### config.mk
export PLATFORM = sky130hd
export DESIGN_NAME = mult2_seq_ctrl
export DESIGN_NICKNAME = d
export VERILOG_FILES = /design/src/rtl/mult2_seq_ctrl.sv
export SDC_FILE = /design/constraint.sdc
export NUM_CORES = 1
export LEC_CHECK = 0
export CORE_ASPECT_RATIO = 0.6
export CORE_MARGIN = 5
export CORE_UTILIZATION = 49
export CTS_CLUSTER_DIAMETER = 30
export DETAILED_ROUTE_END_ITERATION = 12
export PLACE_DENSITY = 0.75
export SETUP_SLACK_MARGIN = 0.4
export SYNTH_ARGS = -nofsm -noshare
export SYNTH_HDL_FRONTEND = slang
export SYNTH_SLANG_ARGS = --single-unit
### constraint.sdc
create_clock -name clk -period 3 [get_ports clk]
set_input_delay 0.9 -clock clk [delete_from_list [all_inputs] [get_ports clk]]
set_output_delay 0.9 -clock clk [all_outputs]
set_load 0.02 [all_outputs]
### src/rtl/mult2_seq_ctrl.sv
// -----------------------------------------------------------------------------
// mult2_seq_ctrl
//
// Purpose:
//    Computes the unsigned N x N product of op_a and op_b by using one
//    external combinational 2x2-bit multiplier. Each operand is split
//    into D = N/2 two-bit digits. One digit pair goes to the multiplier
//    per clock, and the 4-bit partial products are shifted and summed into
//    a 2N-bit accumulator. A full product takes D*D RUN cycles. Both the
//    operand side and the result side use a valid/ready handshake.
//
// Parameters:
//    N          operand width in bits. It must be even and at least 2.
//
// Ports:
//    clk        rising-edge clock
//    rst_n      asynchronous, active-low reset
//    in_valid   op_a/op_b are valid
//    in_ready   the block can accept operands (high in IDLE only)
//    op_a       multiplicand, N bits
//    op_b       multiplier, N bits
//    mul_x      digit of A driven to the external multiplier (0 outside RUN)
//    mul_y      digit of B driven to the external multiplier (0 outside RUN)
//    mul_p      4-bit product returned by the external multiplier
//    out_valid  product is valid (high in DONE)
//    out_ready  the consumer accepts the product
//    product    2N-bit result. It holds its value until the next DONE entry.
//
// Build option:
//    ZERO_SKIP_EN  When this macro is defined, an accepted operand pair with
//                  a zero operand goes from IDLE to DONE with product 0. No
//                  RUN cycles occur in that case.
// -----------------------------------------------------------------------------
module mult2_seq_ctrl #(
   parameter int N = 8
) (
   input  logic           clk,
   input  logic           rst_n,
   input  logic           in_valid,
   output logic           in_ready,
   input  logic [N-1:0]   op_a,
   input  logic [N-1:0]   op_b,
   output logic [1:0]     mul_x,
   output logic [1:0]     mul_y,
   input  logic [3:0]     mul_p,
   output logic           out_valid,
   input  logic           out_ready,
   output logic [2*N-1:0] product
);

   localparam int D  = N / 2;
   localparam int IW = (D > 1) ? $clog2(D) : 1;
   localparam logic [IW-1:0] I_LAST = IW'(D - 1);
   localparam logic [IW-1:0] I_ONE  = IW'(1);

   localparam logic [1:0] IDLE = 2'd0;
   localparam logic [1:0] RUN  = 2'd1;
   localparam logic [1:0] DONE = 2'd2;

   logic [1:0]     state_reg, state_next;
   logic [N-1:0]   a_reg, a_next;
   logic [N-1:0]   b_reg, b_next;
   logic [2*N-1:0] acc_reg, acc_next;
   logic [2*N-1:0] prod_reg, prod_next;
   // The digit counter k is held as the pair (i, j): k = j*D + i.
   // This avoids a divider and a modulo on the counter path.
   logic [IW-1:0]  i_reg, i_next;
   logic [IW-1:0]  j_reg, j_next;

   logic [1:0]     a_dig [D];
   logic [1:0]     b_dig [D];
   logic [IW+1:0]  shamt;
   logic [2*N-1:0] pp_shifted;
   logic [2*N-1:0] acc_sum;

   // Split the registered operands into 2-bit digits.
   genvar gi;
   generate
      for (gi = 0; gi < D; gi++) begin : g_digits
         assign a_dig[gi] = a_reg[2*gi +: 2];
         assign b_dig[gi] = b_reg[2*gi +: 2];
      end
   endgenerate

   // The digit pair goes to the external multiplier only in RUN.
   // In IDLE and DONE the multiplier inputs are held at 0.
   assign mul_x = (state_reg == RUN) ? a_dig[i_reg] : 2'b00;
   assign mul_y = (state_reg == RUN) ? b_dig[j_reg] : 2'b00;

   // The partial-product weight is 4^(i+j), which is a left shift by 2*(i+j).
   assign shamt      = {({1'b0, i_reg} + {1'b0, j_reg}), 1'b0};
   assign pp_shifted = (2*N)'(mul_p) << shamt;
   assign acc_sum    = acc_reg + pp_shifted;

   assign in_ready  = (state_reg == IDLE);
   assign out_valid = (state_reg == DONE);
   assign product   = prod_reg;

   // Next-state logic. acc_sum depends on mul_p, so it is used only in the
   // RUN branch. Outside RUN, garbage on mul_p cannot reach any register.
   always_comb begin
      state_next = state_reg;
      a_next     = a_reg;
      b_next     = b_reg;
      acc_next   = acc_reg;
      prod_next  = prod_reg;
      i_next     = i_reg;
      j_next     = j_reg;

      case (state_reg)
         IDLE: begin
            if (in_valid) begin
               a_next     = op_a;
               b_next     = op_b;
               acc_next   = '0;
               i_next     = '0;
               j_next     = '0;
               state_next = RUN;
`ifdef ZERO_SKIP_EN
               // The product is already known to be zero, so skip RUN.
               if ((op_a == '0) || (op_b == '0)) begin
                  prod_next  = '0;
                  state_next = DONE;
               end
`endif
            end
         end

         RUN: begin
            acc_next = acc_sum;
            if (i_reg == I_LAST) begin
               i_next = '0;
               if (j_reg == I_LAST) begin
                  // This is the last digit pair. Publish the completed sum
                  // directly, so product changes only when DONE is entered.
                  j_next     = '0;
                  prod_next  = acc_sum;
                  state_next = DONE;
               end else begin
                  j_next = j_reg + I_ONE;
               end
            end else begin
               i_next = i_reg + I_ONE;
            end
         end

         DONE: begin
            // in_valid is ignored here. A new accept is possible only after
            // one IDLE cycle.
            if (out_ready) begin
               state_next = IDLE;
            end
         end

         default: begin
            state_next = IDLE;
         end
      endcase
   end

   always_ff @(posedge clk or negedge rst_n) begin
      if (!rst_n) begin
         state_reg <= IDLE;
         a_reg     <= '0;
         b_reg     <= '0;
         acc_reg   <= '0;
         prod_reg  <= '0;
         i_reg     <= '0;
         j_reg     <= '0;
      end else begin
         state_reg <= state_next;
         a_reg     <= a_next;
         b_reg     <= b_next;
         acc_reg   <= acc_next;
         prod_reg  <= prod_next;
         i_reg     <= i_next;
         j_reg     <= j_next;
      end
   end

endmodule

==> results of run 1 <==
[final timing paths]
path,depth (start not counted),end,slack [ps]
setup / recovery,13,acc_reg[15],-250
hold / removal,1,b_reg[6],490
setup reg to reg,14,acc_reg[15],-230
hold reg to reg,1,b_reg[6],490
max in group asynchronous,2,j_reg[0],1870
min in group asynchronous,1,a_reg[5],570
[cells in the final DEF (no fill, tap or decap), types with 3 or more instances in the layout]
master and count:
sky130_fd_sc_hd__nand2_2 3, sky130_fd_sc_hd__nand2_1 45, sky130_fd_sc_hd__o21ai_1 20, sky130_fd_sc_hd__xnor2_2 5
sky130_fd_sc_hd__a21oi_4 3, sky130_fd_sc_hd__a21oi_1 9, sky130_fd_sc_hd__clkbuf_8 5, sky130_fd_sc_hd__nor2b_1 3
sky130_fd_sc_hd__clkdlybuf4s50_1 40, sky130_fd_sc_hd__ha_1 12, sky130_fd_sc_hd__xnor2_1 4, sky130_fd_sc_hd__ha_4 5
sky130_fd_sc_hd__nor2_1 16, sky130_fd_sc_hd__mux2_2 3, sky130_fd_sc_hd__mux4_2 4, sky130_fd_sc_hd__o22ai_1 8
sky130_fd_sc_hd__buf_6 12, sky130_fd_sc_hd__nand4_1 4, sky130_fd_sc_hd__inv_1 5, sky130_fd_sc_hd__and2_4 5
sky130_fd_sc_hd__dfrtp_1 52, sky130_fd_sc_hd__mux2_1 15, sky130_fd_sc_hd__a21oi_2 4, sky130_fd_sc_hd__o21ai_0 3
sky130_fd_sc_hd__nand2b_1 4, sky130_fd_sc_hd__buf_4 52
[through the flow]
step                instance area [um2]  setup TNS (ps)
floorplan                          3110               0
global placement                   3950           -4460
detailed placement                 3950           -5790
CTS                                4320            -173
global route                       4570           -5390
finish                             4570           -3020
[kinds of logic (layout without fill, tap and decap cells)]
kind of cell | after synthesis | in the layout | share of synthesized area, %
and+or+nand+nor | 94 | 94 | 13.8
AOI/OAI and AO/OA | 77 | 77 | 16.1
DFF | 54 | 54 | 44.2
muxes | 24 | 24 | 10.2
buffers and inverters | 23 | 121 | 2.99
adders and majority gates | 20 | 20 | 8.68
xor gates and xnor gates | 14 | 14 | 4.01
[final cells by class]
class                           instances  area share, %
Clock buffer                            6           1.59
Clock inverter                          2          0.821
Inverter                                6          0.493
Multi-Input combinational cell        229           44.0
Sequential cell                        54           29.6
Tap cell                               84           2.30
Timing Repair Buffer                  107           21.2
[per-layer routing]
layer | routed length, um | part of all wire (%) | vias to the layer above | global-route usage [%]
met1 | 3890 | 47 | 1353 | 30.0
li1 | - | - | 1282 | -
met5 | 0 | 0 | - | 0
met2 | 4010 | 48 | 70 | 31.1
met3 | 369 | 4.4 | 14 | 4.10
met4 | 93 | 1.1 | 0 | 4.13
[repair_timing]
item,in CTS,in global routing
gates cloned,0,0
endpoints found under the setup margin,29,31
hold buffers,0,0
pin swaps,22,27
gates resized for setup,59,32
setup buffers,11,5
==> reports/results.env, run 1 <==
GROUTE.USAGE.OVERALL_PCT=20.3
GRT_SETUP_UNREPAIRED='true'
CTS-BUFFERS-INSERTED=5
GRT_ANTENNA_BEFORE_REPAIR=0
CRITPATHMAXFANOUT=4
POST-DP-HPWL_MM=5.50
CLKSINKCOUNT=54
TIMING_WORST_SETUP_PATH_TYPE='primary input to register'
RUN_STATUS='finished with violations'
MAX-CAP-VIOLATIONS=0
FAILED_CHECKS='setup timing'
TIGHTESTPINTRANSITION_PS=1130
NETLIST.AREA_LEADER.SHARE_PCT=44.2
MULTI_INPUT_COMB_AREA_UM2=2010
TIMING.SLEW.HEADROOM_PCT=24.6
LIBRARY_CELL_WITH_THE_HIGHEST_INSTANCE_COUNT_AFTER_SYNTHESIS='sky130_fd_sc_hd__dfrtp_1'
DRT-WIRELENGTH-PER-CELL_UM=17.1
DETAIL_ROUTE_ANTENNA_NETS=0
WORST_R2R_STARTPOINT='j_reg[0]'
CRITPATHLAUNCHTYPE='primary input'
TIMING.CRITICAL_PATH.BUF_INV=2
PERIOD_NEEDED_PS=3250
MEAN_AREA_PER_SYNTHESIZED_CELL_UM2=9.99
SYNTH_COMMONEST_CELLS='54 x sky130_fd_sc_hd__dfrtp_1, 48 x sky130_fd_sc_hd__nand2_1, 23 x sky130_fd_sc_hd__o21ai_1'
CPLARGESTDELAYFAMILY='compound AO/OA/AOI/OAI gates'
DPL.CELL_COUNT=464
SYNTH_EDF_COUNT=0
TRITONCTS_CLOCK_TREE='yes'
FINAL_MAX_SLEW_VIOL_COUNT=0
FLOORPLAN.IO_PINS=46
SYNTHESIS.AREA_UM2=3060
SETUP.WORST_PATH.END_CLASS='register'
SYNTH-SEQ-CELLS=54
CTS.HTREE.LEVELS=2
VIAS_AFTER_DETAILED_ROUTING=2719
DRC=0
PLACEMENT.IO_BUFFERS=45
REMAINING_OVERFLOW_GRT=0
DIODES=0
SLOWEST_DELAY_PS=430
FLOORPLAN.DIE.HEIGHT_UM=71.2
SYNTH.DISTINCT_CELLS=46
DRT-VIAS-PER-INSTANCE=5.57
CP_DATA_REQUIRED_TIME_PS=3210
HOLD-WORST-SLACK_PS=494
FINAL-SEQ-AREA_UM2=1350
DIE-AREA_UM2=7970
GLOBAL_ROUTE_WIRE_LENGTH_BEFORE_REPAIR_MM=13.2
GPL.FINAL_WEIGHTED_CONGESTION=0.908
REPORT.FINAL.HOLD_VIOL_COUNT=0
TIMING.HOLD.WORST.START='b_reg[6]'
POST-ROUTE-PERIOD-UTIL_PCT=108
SYNTHDOMINANTAREACELLTYPE='sky130_fd_sc_hd__dfrtp_1'
NUM-NETS-FINAL=447
CLKTRANSATPATHREGS_PS=100
CORE_BOX_AREA_UM2=6080
CTSROOTBUFFERMASTER='sky130_fd_sc_hd__clkbuf_8'
FMAX_MHz=308
AREA_GROWTH_PCT=49.6
CRIT_PATH_CELL_TRACE='clkdlybuf4s50_1 -> nand2b_1 -> nor2_2 -> a31oi_2 -> nor2b_1 -> ha_1 -> nand2_2 -> o31ai_4 -> a21boi_4 -> o221ai_4 -> buf_6 -> a211o_1 -> nand3_2'
FIRST_PASS_ITERS=4
PLACE_WORST_SETUP_SLACK_PS=-393
SETUP_VIOL_COUNT_FINAL=20
WORST_PATH_MAX_DELAY_CELL='sky130_fd_sc_hd__clkdlybuf4s50_1'
DIE_W_UM=112
SYN_INST=306
FINAL_WORST_PATH_SETUP_SLACK_PS=-247
MOST_COMMON_FLOP_CELL_MAPPED_BY_YOSYS='sky130_fd_sc_hd__dfrtp_1'
SYNTHARSTFLOPSHARE_PCT=100
INITIAL_CORE_UTIL_PCT=50.2
DRIVE_ABOVE_1_SHARE_PCT=34.9
YOSYS-TOP-CELLS-AREA='sky130_fd_sc_hd__dfrtp_1 44%, sky130_fd_sc_hd__ha_1 7.4%, sky130_fd_sc_hd__nand2_1 5.9%'
WORST-ENDPOINT-ARRIVAL_PS=3460
GRT_START_MAX_NET_PINS=33
FILLERS=412
WL_MM=8.37
CLOCKBUFFERDEPTH=2
SYNTH_SEQ_AREA_SHARE_PCT=44.2
TIMING.HOLD.WORST.CLASS='register to register'
DETAILEDROUTE.FIRSTITERATIONVIOLATIONS=170
SKEW_PS=8.35
SYNTH.YOSYS.WARNINGS=0
CRIT_PATH_START='mul_p[0]'
CLK_LAT_WORST_SKEW_PS=310
NUM_ROWS=22
FINAL_UTIL_PCT=75.2
FINAL_CELL_COUNT_NO_FILL=488
VIAS_IN_THE_FIRST_GLOBAL_ROUTE=2696
SYN_NETS=350
Power of run 1 is left out: the tool's default activity adds up to more than one toggle a clock period on the data nets, which glitch-free logic cannot reach.
==> run 2, diff against run 1 <==
CORE_UTILIZATION = 30   (was 49)
PLACE_DENSITY = 0.5   (was 0.75)
==> reports/results.env, run 2 (synthesis gave the netlist of run 1 again) <==
SETUP_VIOL_COUNT_FINAL=11
DIE-AREA_UM2=12400
MAX-CAP-VIOLATIONS=0
DRT-WIRELENGTH-PER-CELL_UM=15.7
CRIT_PATH_CELL_TRACE='ha_4 -> inv_2 -> fa_2 -> buf_6 -> nor2_1 -> a31oi_2 -> nor2b_2 -> ha_1 -> a21oi_1 -> a21boi_4 -> o221ai_4 -> or3_4 -> o2111ai_4'
FLOORPLAN.IO_PINS=46
WORST_R2R_STARTPOINT='j_reg[0]'
FINAL_MAX_SLEW_VIOL_COUNT=0
TIMING_WORST_SETUP_PATH_TYPE='register to register'
MOST_COMMON_CELL_AFTER_LAYOUT_FILL_AND_TAPS_ASIDE='sky130_fd_sc_hd__buf_4'
GPL.FINAL_WEIGHTED_CONGESTION=0.826
CLK_LAT_WORST_SKEW_PS=300
CTS_HOLD_REPAIR.BUFFERS=0
WL_MM=8.50
CTSROOTBUFFERMASTER='sky130_fd_sc_hd__clkbuf_16'
GRT_SETUP_UNREPAIRED='true'
PLACEMENT.IO_BUFFERS=45
R2R_CELLS=13
CORE_BOX_AREA_UM2=9910
TRITONCTS_CLOCK_TREE='yes'
WORST-ENDPOINT-ARRIVAL_PS=3350
GROUTE.USAGE.OVERALL_PCT=13.9
SKEW_PS=10.8
DETAILEDROUTE.FIRSTITERATIONVIOLATIONS=72
TIGHTESTPINTRANSITION_PS=1150
CRITPATHLAUNCHTYPE='register'
CTS.HTREE.LEVELS=2
FINAL_CELL_MIX='56 x sky130_fd_sc_hd__buf_4, 52 x sky130_fd_sc_hd__dfrtp_1, 44 x sky130_fd_sc_hd__nand2_1, 39 x sky130_fd_sc_hd__clkdlybuf4s50_1, 20 x sky130_fd_sc_hd__o21ai_1'
R2R_SETUP_SLK_PS=-140
POST-ROUTE-PERIOD-UTIL_PCT=105
PERIOD_NEEDED_PS=3140
TIMING.HOLD.WORST.START='a_reg[7]'
SLOWEST_DELAY_PS=610
FMAX_MHz=319
DRIVE_ABOVE_1_SHARE_PCT=38.7
DIODES=0
VIAS_IN_THE_FIRST_GLOBAL_ROUTE=2633
SETUP.WORST_PATH.END_CLASS='register'
HOLDPATHSTAGES=1
DRC=0
HOLD_PATH_END='a_reg[7]'
REPORT.FINAL.HOLD_VIOL_COUNT=0
CRITPATHMAXFANOUT=6
PLACE_WORST_SETUP_SLACK_PS=-540
VIAS_AFTER_DETAILED_ROUTING=2565
WORST_PATH_MAX_DELAY_CELL='sky130_fd_sc_hd__fa_2'
TIMING.HOLD.WORST.CLASS='register to register'
FIRST_PASS_ITERS=4
FAILED_CHECKS='setup timing'
POST-DP-HPWL_MM=6.02
NUM-NETS-FINAL=449
FINAL_WORST_PATH_SETUP_SLACK_PS=-139
GLOBAL_ROUTE_WIRE_LENGTH_BEFORE_REPAIR_MM=13.6
DIE_W_UM=140
CLOCKBUFFERDEPTH=2
CPLARGESTDELAYFAMILY='compound AO/OA/AOI/OAI gates'
CRIT-REG2REG-CAPTURE='product[15]'
FLOORPLAN.DIE.HEIGHT_UM=88.2
CTS-BUFFERS-INSERTED=5
DETAIL_ROUTE_ANTENNA_NETS=0
CLKTRANSATPATHREGS_PS=70
DRT-VIAS-PER-INSTANCE=4.74
INITIAL_CORE_UTIL_PCT=30.8
TIMING.CRITICAL_PATH.BUF_INV=2
GRT_START_MAX_NET_PINS=32
AREA_GROWTH_PCT=54.2
FILLERS=926
CLKSINKCOUNT=54
REMAINING_OVERFLOW_GRT=0
NUM_ROWS=28
CP_DATA_REQUIRED_TIME_PS=3210
RUN_STATUS='finished with violations'
FINAL_UTIL_PCT=47.5
GRT_ANTENNA_BEFORE_REPAIR=0
TIMING.SLEW.HEADROOM_PCT=23.4
[run 2: cell types whose count changed in the layout (fill, tap and decap cells not counted), sizes merged]
cell | previous run | this run
clkdlybuf4s50 | 40 | 39
bufinv | 1 | 0
dlymetal6s2s | 0 | 1
clkinv | 0 | 1
buf | 67 | 69
[run 2: how the worst max path moves through the flow]
stage,slack [ps],to,depth (start not counted),startpoint
2_1_floorplan,40,product[14],14,i_reg[0]
4_1_cts,-100,acc_reg[11],13,j_reg[0]
3_3_place_gp,-430,acc_reg[14],12,mul_p[0]
5_1_grt,-250,product[15],13,j_reg[0]
3_5_place_dp,-540,acc_reg[14],12,mul_p[0]
6_report,-140,product[15],13,j_reg[0]
[run 2: cell type report]
cell class / instances / area (um2) / area share (%)
timing repair buffer: 109 / 972 / 20.6
clock inverter: 2 / 12.5 / 0.266
inverter: 6 / 22.5 / 0.478
multi-input combinational: 229 / 2040 / 43.4
tap: 135 / 169 / 3.58
clock buffer: 6 / 139 / 2.95
sequential: 54 / 1350 / 28.7
[run 2: timing repair]
action / 4_1_cts / 5_1_grt
pin swaps: 25 / 33
setup buffers: 9 / 6
cloned: 0 / 0
setup endpoints to repair: 30 / 30
gates resized for setup: 63 / 43
[run 2: routing by layer]
metal | wire (um) | GRT usage [%] | share of wire, %
met1 | 4560 | 21.4 | 54
met2 | 3580 | 20.1 | 42
met3 | 314 | 3.16 | 3.7
met4 | 43 | 2.64 | 0.51
met5 | 0 | 0 | 0
[run 2: metrics by stage]
step	cell area (um2)	hold WS (ps)	std cells	setup TNS, ps
after global placement	4030	467	518	-5880
after CTS	4440	487	535	-679
final	4710	485	541	-440
after global routing	4710	495	541	-2190
after detailed placement	4030	471	518	-8100
after floorplan	3110	452	306	0
Power of run 2 is left out for the same reason.
